===== src/rtl/cpu_cycle_sequencer.sv =====
// Per-instruction cycle sequencer: walks the 5/7/12-clock budget of each accepted
// instruction or interrupt entry and reports the microcode phase for each clk_en.
module cpu_cycle_sequencer (
   input  logic       clk,
   input  logic       reset,
   input  logic       clk_en,
   input  logic       instr_valid,
   input  logic [1:0] instr_len,
   input  logic [2:0] micro_steps,
   input  logic       halt_req,
   input  logic       irq_req,
   output logic       ready,
   output logic [1:0] phase,
   output logic [2:0] step_index,
   output logic [3:0] cycle_index,
   output logic       instr_done,
   output logic       irq_ack,
   output logic       irq_active,
   output logic       halted
);

   localparam logic [1:0] ST_READY = 2'd0;
   localparam logic [1:0] ST_EXEC  = 2'd1;
   localparam logic [1:0] ST_HALT  = 2'd2;

   localparam logic [1:0] CYCLE_NONE      = 2'd0;
   localparam logic [1:0] CYCLE_REG_FETCH = 2'd1;
   localparam logic [1:0] CYCLE_REG_WRITE = 2'd2;

   logic [1:0] r_state;
   logic [3:0] r_len;
   logic [2:0] r_steps;
   logic [3:0] r_cyc;
   logic [2:0] r_step;
   logic       r_irq_active;

   logic [3:0] w_n;
   logic [2:0] w_max;
   logic [2:0] w_s;
   logic [2:0] w_k;
   logic       w_exec;
   logic       w_last;
   logic       w_active;
   logic       w_irq_take;

   always_comb begin
      w_n   = 4'd5;
      w_max = 3'd2;
      case (instr_len)
         2'd1: begin w_n = 4'd7;  w_max = 3'd3; end
         2'd2: begin w_n = 4'd12; w_max = 3'd5; end
         default: begin w_n = 4'd5; w_max = 3'd2; end
      endcase
   end

   assign w_s = (micro_steps > w_max) ? w_max : micro_steps;

   // Step k owns cycles 2k+1 (fetch) and 2k+2 (write): k = (c-1)>>1.
   assign w_k      = r_cyc[3:1] - {2'b00, ~r_cyc[0]};
   assign w_exec   = (r_state == ST_EXEC);
   assign w_last   = (r_cyc == (r_len - 4'd1));
   assign w_active = w_exec && (r_cyc != 4'd0) && (w_k < r_steps);

   assign ready      = (r_state == ST_READY) || (w_exec && w_last);
   assign instr_done = w_exec && w_last;
   assign phase      = !w_active ? CYCLE_NONE :
                       (r_cyc[0] ? CYCLE_REG_FETCH : CYCLE_REG_WRITE);
   assign step_index = w_active ? w_k : r_step;
   assign cycle_index = r_cyc;
   assign irq_active  = r_irq_active;
   assign halted      = (r_state == ST_HALT);

   // HALT only wakes on an interrupt; it never takes halt_req or instr_valid.
   assign w_irq_take = irq_req && (ready || (r_state == ST_HALT));
   assign irq_ack    = clk_en && w_irq_take;

   always_ff @(posedge clk or posedge reset) begin
      if (reset) begin
         r_state      <= ST_READY;
         r_len        <= 4'd5;
         r_steps      <= 3'd0;
         r_cyc        <= 4'd0;
         r_step       <= 3'd0;
         r_irq_active <= 1'b0;
      end else if (clk_en) begin
         if (w_active)
            r_step <= w_k;
         if (w_irq_take) begin
            r_state      <= ST_EXEC;
            r_len        <= 4'd12;
            r_steps      <= 3'd5;
            r_cyc        <= 4'd0;
            r_step       <= 3'd0;
            r_irq_active <= 1'b1;
         end else if (ready) begin
            r_cyc        <= 4'd0;
            r_irq_active <= 1'b0;
            if (halt_req) begin
               r_state <= ST_HALT;
            end else if (instr_valid) begin
               r_state <= ST_EXEC;
               r_len   <= w_n;
               r_steps <= w_s;
               r_step  <= 3'd0;
            end else begin
               r_state <= ST_READY;
            end
         end else if (w_exec) begin
            r_cyc <= r_cyc + 4'd1;
         end
      end
   end

endmodule


===== config.mk =====
export PLATFORM = sky130hd
export DESIGN_NAME = cpu_cycle_sequencer
export DESIGN_NICKNAME = d
export VERILOG_FILES = /design/src/rtl/cpu_cycle_sequencer.sv
export SDC_FILE = /design/constraint.sdc
export NUM_CORES = 1
export LEC_CHECK = 0
export BUFFER_PORTS_ARGS = -buffer_cell sky130_fd_sc_hd__clkbuf_2
export CORE_ASPECT_RATIO = 1.2
export CORE_MARGIN = 3
export CORE_UTILIZATION = 50
export DETAILED_ROUTE_END_ITERATION = 10
export GPL_TIMING_DRIVEN = 0
export PLACE_DENSITY = 0.74
export SLEW_MARGIN = 20
export SYNTH_ARGS = -nofsm -noshare
export SYNTH_HDL_FRONTEND = slang
export SYNTH_SLANG_ARGS = --single-unit

===== constraint.sdc =====
create_clock -name clk -period 3.4 [get_ports clk]
set_input_delay 0.17 -clock clk [delete_from_list [all_inputs] [get_ports clk]]
set_output_delay 0.17 -clock clk [all_outputs]
set_load 0.005 [all_outputs]

==> results of run 1 <==
-- timing repair --
action	CTS	global route
resized for setup	0	1
endpoints found under the hold margin	15	0
hold buffers	1	0
endpoints found under the setup margin	0	3
-- state kept, by name, summed over array words and instances (netlist names) --
| signal | count |
|---|---|
| cycle_index | 4 |
| r_step | 3 |
| irq_active | 1 |
| r_state | 2 |
| r_len | 3 |
| r_steps | 3 |
-- how the worst max path moves through the flow --
stage,startpoint,endpoint,slack (ps),cells after the start
floorplan,cycle_index[0],r_step[1],980,12
global placement,cycle_index[0],step_index[2],730,11
detailed placement,cycle_index[0],step_index[1],640,11
CTS,cycle_index[0],step_index[2],310,11
global route,cycle_index[0],step_index[0],100,11
finish,cycle_index[0],step_index[1],400,11
-- stage by stage --
step | cell area [µm²] | power (mW) | hold WS, ps
finish | 1370 | 1.35 | 105
global route | 1370 | 1.50 | 98.9
CTS | 1370 | 1.36 | 91.4
detailed placement | 1330 | 1.25 | 254
global placement | 1330 | 1.21 | 242
floorplan | 1170 | 0.973 | 83.0
-- Yosys cell counts, drive strengths merged, types with 2 or more instances --
| cell | instances |
|---|---|
| nand2 | 9 |
| buf | 4 |
| mux2i | 2 |
| nor2b | 2 |
| inv | 21 |
| a22o | 3 |
| a31oi | 2 |
| dfrtp | 15 |
| a21oi | 5 |
| o22a | 3 |
| and3 | 2 |
| o21ai | 9 |
| ha | 11 |
| nor2 | 15 |
| xnor2 | 4 |
| a211oi | 5 |
| o22ai | 3 |
-- routing by layer --
metal	up-vias	GRT usage [%]	part of all wire, %	wire length [µm]
li1	515	-	-	-
met1	484	22.5	43	1090
met2	27	32.8	51	1290
met3	5	3.78	3.6	91
met4	0	11.1	1.6	40
met5	-	0	0	0
-- power by group --
part | total, mW | switching, mW | internal (mW)
registers | 0.333 | 0.0558 | 0.277
clock network | 0.108 | 0.0623 | 0.0457
logic | 0.914 | 0.517 | 0.398
total | 1.35 | 0.635 | 0.720
-- worst max-delay path, stage by stage, from the launching register on --
cell,delay [ps]
dfrtp_1,380
buf_2,200
inv_1,80
ha_1,230
ha_1,200
xnor2_1,220
inv_1,70
ha_1,190
a2111oi_2,380
nand2_1,240
o21ai_0,220
clkbuf_2,140
-- final cells by class --
| class | instances | share of cell area, % |
|---|---|---|
| Buffer | 5 | 1.91 |
| Tap cell | 30 | 2.73 |
| Multi-Input combinational cell | 89 | 49.0 |
| Sequential cell | 16 | 29.2 |
| Timing Repair Buffer | 25 | 9.47 |
| Clock buffer | 4 | 1.91 |
| Inverter | 21 | 5.74 |
-- kinds of logic (layout without fill, tap and decap cells) --
| kind of cell | Yosys count | after routing | synth area share, % |
|---|---|---|---|
| AOI/OAI and AO/OA | 36 | 36 | 23.6 |
| xor gates and xnor gates | 5 | 5 | 3.73 |
| adders and majority gates | 11 | 11 | 11.7 |
| buffers and inverters | 26 | 55 | 8.95 |
| DFF | 16 | 16 | 34.2 |
| muxes | 3 | 3 | 2.66 |
| and+or+nand+nor | 34 | 34 | 15.1 |
==> impl_metrics.ini, run 1 <==
[outcome]
status = finished, final reports clean

[global_routing]
grt_pass1_wl_um = 4390
grtUsageTotal_pct = 19.3
grt_pass1_vias = 1053
grt_max_degree = 17
antenna_found_initial = 0
overflow = 0

[flow_run]
maxCapViolCount = 0

[yosys]
syn_area_mm2 = 0.00117
yosys-top-cells-area = dfrtp_1 32%, ha_1 12%, inv_1 6.7%
avgSynthCellArea_um2 = 8.97
ys_types = 38
synth_top_area_share_pct = 31.9
synth_seq_area_share_pct = 34.2
synth_seq_cells = 16
synthFlopType = dfrtp_1
synth_edf_count = 0
ys_async_sr_fraction_pct = 100
yosys_warnings = 0
synth_area_leader_cell = dfrtp_1
syn-num-nets = 153
postSynthCellCount = 131

[cells_and_area]
seq_area_um2 = 402
syn_to_final_growth_pct = 16.9
final_core_util_pct = 64.2
multi_input_area_um2 = 673
n_fill_cell = 185
final_nets = 183
layout_common_cells = 24 x clkbuf_2, 21 x inv_1, 15 x dfrtp_1
drive_above_1_share_pct = 25.6
diodes = 0
final_common_cell = clkbuf_2
stdcell_count = 190

[clock_tree]
numCtsBuffers = 3
clock_path_buffers = 2
cts-root-buf = clkbuf_4
cts_setup_buffers = 0
cts_tree = done
clock_latency_ps = 290
clock_sinks = 16
htree_levels = 1
cts.clk_slew.worst_paths_ps = 90

[sta]
slew_headroom_pct = 60.0
max_freq_mhz = 333
fin_crit_sh_pct = 88.3
rsz0062_at_grt = false
slew_violations = 0
final-hold-violation-count = 0
finClkSkew_ps = 6.87
setup_viol = 0
timing.setup.tns_ps = 0
layout_setup_ws_ps = 398
tightest_slew_ps = 599
fin_crit_ps = 3000

[setup_path]
cp-start-kind = flip-flop
critPathKind = reg2out
crit-reg2reg-launch = cycle_index[0]
rrSetupSlack_ps = 770
r2r-end = r_step[1]
r2r_cells = 12
cp_data_arrival_time_ps = 2830
required_ps = 3230
cp-end-kind = primary output
worst-path-max-fanout = 8

[route]
dr_total_vias = 1031
routed_wirelength_um = 2510
drc = 0
viasPerCell = 5.43
ant_nets = 0
drt-wirelength-per-cell_um = 13.2
drt-initial-drc-count = 19
drt-pass1-iter-count = 4

[place]
post-place-ws_ps = 639
placedCellCount = 185
gp_congestion = 0.838
post-dp-hpwl_um = 1900
port_buffers = 24

[worst_hold_path]
min_from = irq_req
worst_hold_path.endpoint = r_state[1]
hold_class = in2reg
hold_path_depth = 2

[power]
power.density_mw_per_mm2 = 986
vdd_drop_max_uv = 461
leakagePower_nw = 0.684

[floorplanning]
rows = 18
core-area_mm2 = 0.00214
die_w_um = 50.3
initial_core_util_pct = 54.9
die_y_um = 59.1
ios = 25
die-area_mm2 = 0.00297
No activity file was read; power rests on OpenSTA's default activity.
==> run 2, diff against run 1 <==
- CORE_UTILIZATION: 50 -> 53
- PLACE_DENSITY: 0.74 -> 0.78
==> impl_metrics.ini, run 2 (synthesized netlist as in run 1, its figures left out) <==
[route]
drt-wirelength-per-cell_um = 13.1
ant_nets = 0
drc = 0
dr_total_vias = 1041
viasPerCell = 5.48
drt-pass1-iter-count = 4
routed_wirelength_um = 2490
drt-initial-drc-count = 16

[sta]
max_freq_mhz = 327
fin_crit_ps = 3060
setup_viol = 0
fin_crit_sh_pct = 90.0
final-hold-violation-count = 0
slew_headroom_pct = 60.9
rsz0062_at_grt = false
slew_violations = 0
finClkSkew_ps = 6.13
tightest_slew_ps = 586
layout_setup_ws_ps = 339
timing.setup.tns_ps = 0

[setup_path]
cp-end-kind = primary output
slowest_delay_ps = 440
critPathKind = reg2out
required_ps = 3230
cp_data_arrival_time_ps = 2890
cp_slowest_cell = a2111oi_1
r2r_cells = 12
crit_chain = buf_2 > inv_1 > ha_1 > ha_1 > xnor2_1 > inv_1 > ha_1 > a2111oi_1 > nand2_1 > o21ai_0 > clkbuf_2
cp-start-kind = flip-flop
worst-path-max-fanout = 8
crit_top_cell = ha_1

[global_routing]
grt_pass1_vias = 1070
grtUsageTotal_pct = 20.7
antenna_found_initial = 0
overflow = 0
grt_max_degree = 17
grt_pass1_wl_um = 4510

[clock_tree]
cts-root-buf = clkbuf_4
clock_path_buffers = 2
cts_tree = done
numCtsBuffers = 3
clock_latency_ps = 300
cts.clk_slew.worst_paths_ps = 100
htree_levels = 1
cts_setup_buffers = 0
clock_sinks = 16

[power]
leakagePower_nw = 0.689
p_int_mw = 0.734
p_switching_mw = 0.637
vdd_drop_max_uv = 534
power.share.clock_pct = 9.5
power.density_mw_per_mm2 = 994
power_mw = 1.37
pwr-share-comb_pct = 66.4
switching_share_pct = 46.5
sequentialPowerShare_pct = 24.1

[floorplanning]
die_y_um = 57.6
die_w_um = 49.0
ios = 25
rows = 18
initial_core_util_pct = 56.7
core-area_mm2 = 0.00207
die-area_mm2 = 0.00282

[cells_and_area]
largest_reg_flops = 4
final_nets = 183
layout_common_cells = 24 x clkbuf_2, 21 x inv_1, 15 x dfrtp_1
final_common_cell = clkbuf_2
n_fill_cell = 185
syn_to_final_growth_pct = 17.4
drive_above_1_share_pct = 25.6
diodes = 0

[place]
gp_congestion = 0.877
post-dp-hpwl_um = 1960
port_buffers = 24
post-place-ws_ps = 657

[worst_hold_path]
hold_path_depth = 2
hold_class = in2reg

[outcome]
status = finished, final reports clean

[flow_run]
maxCapViolCount = 0
run 2: cell counts in the layout (fill, tap and decap cells not counted):
Identical to the previous run, type by type.
run 2: critical path: cells and delay by family (launching register included):
kind            cells  cell delay [ps]
compound gates      2              650
flops               1              380
fa+ha+maj           3              580
buf+inv             4              510
xor+xnor            1              240
simple gates        1              240
run 2: area by class of cell:
type / instances / area, µm² / share of cell area, %
multi-input combinational: 89 / 668 / 48.5
sequential: 16 / 402 / 29.1
timing repair buffer: 25 / 130 / 9.44
inverter: 21 / 78.8 / 5.72
tap: 30 / 37.5 / 2.72
clock buffer: 4 / 36.3 / 2.63
buffer: 5 / 26.3 / 1.91
run 2: path summary, 6_finish.rpt:
check                               start       endpoint  slack [ps]
setup / recovery           cycle_index[0]  step_index[0]         340
hold / removal                    irq_req     r_state[1]          90
setup reg to reg           cycle_index[0]      r_step[2]         670
hold reg to reg                irq_active     irq_active         490
max in group asynchronous           reset     r_state[0]        2550
min in group asynchronous           reset     r_steps[0]         460
run 2: stage by stage:
stage                     instances  cell area, µm²  hold slack, ps  utilization (%)
after floorplan                 131            1170            83.0                -
after global placement          185            1330             244             64.3
after detailed placement        185            1330             251             64.3
after CTS                       190            1380            82.5             66.5
after global routing            190            1380            79.8             66.5
final                           190            1380            94.4             66.5
run 2: what timing repair did:
item | in CTS | in global routing
hold endpoints to repair | 15 | 0
gates resized for setup | 0 | 0
hold buffers | 1 | 0
run 2: metal layers:
metal | track usage (%) | routed length (µm) | up-vias | share of wire (%)
li1 | - | - | 513 | -
met5 | 0 | 0 | - | 0
met1 | 22.1 | 1050 | 503 | 42
met4 | 13.0 | 54 | 0 | 2.2
met2 | 37.7 | 1310 | 20 | 52
met3 | 3.66 | 78 | 5 | 3.1
run 2: power groups by stage:
stage	sequential [mW]	clock [mW]	combinational (mW)
6_report	0.330	0.130	0.911
5_1_grt	0.343	0.142	1.04
4_1_cts	0.331	0.131	0.916
3_5_place_dp	0.336	0	0.910
3_3_place_gp	0.330	0	0.874
2_1_floorplan	0.324	0	0.648
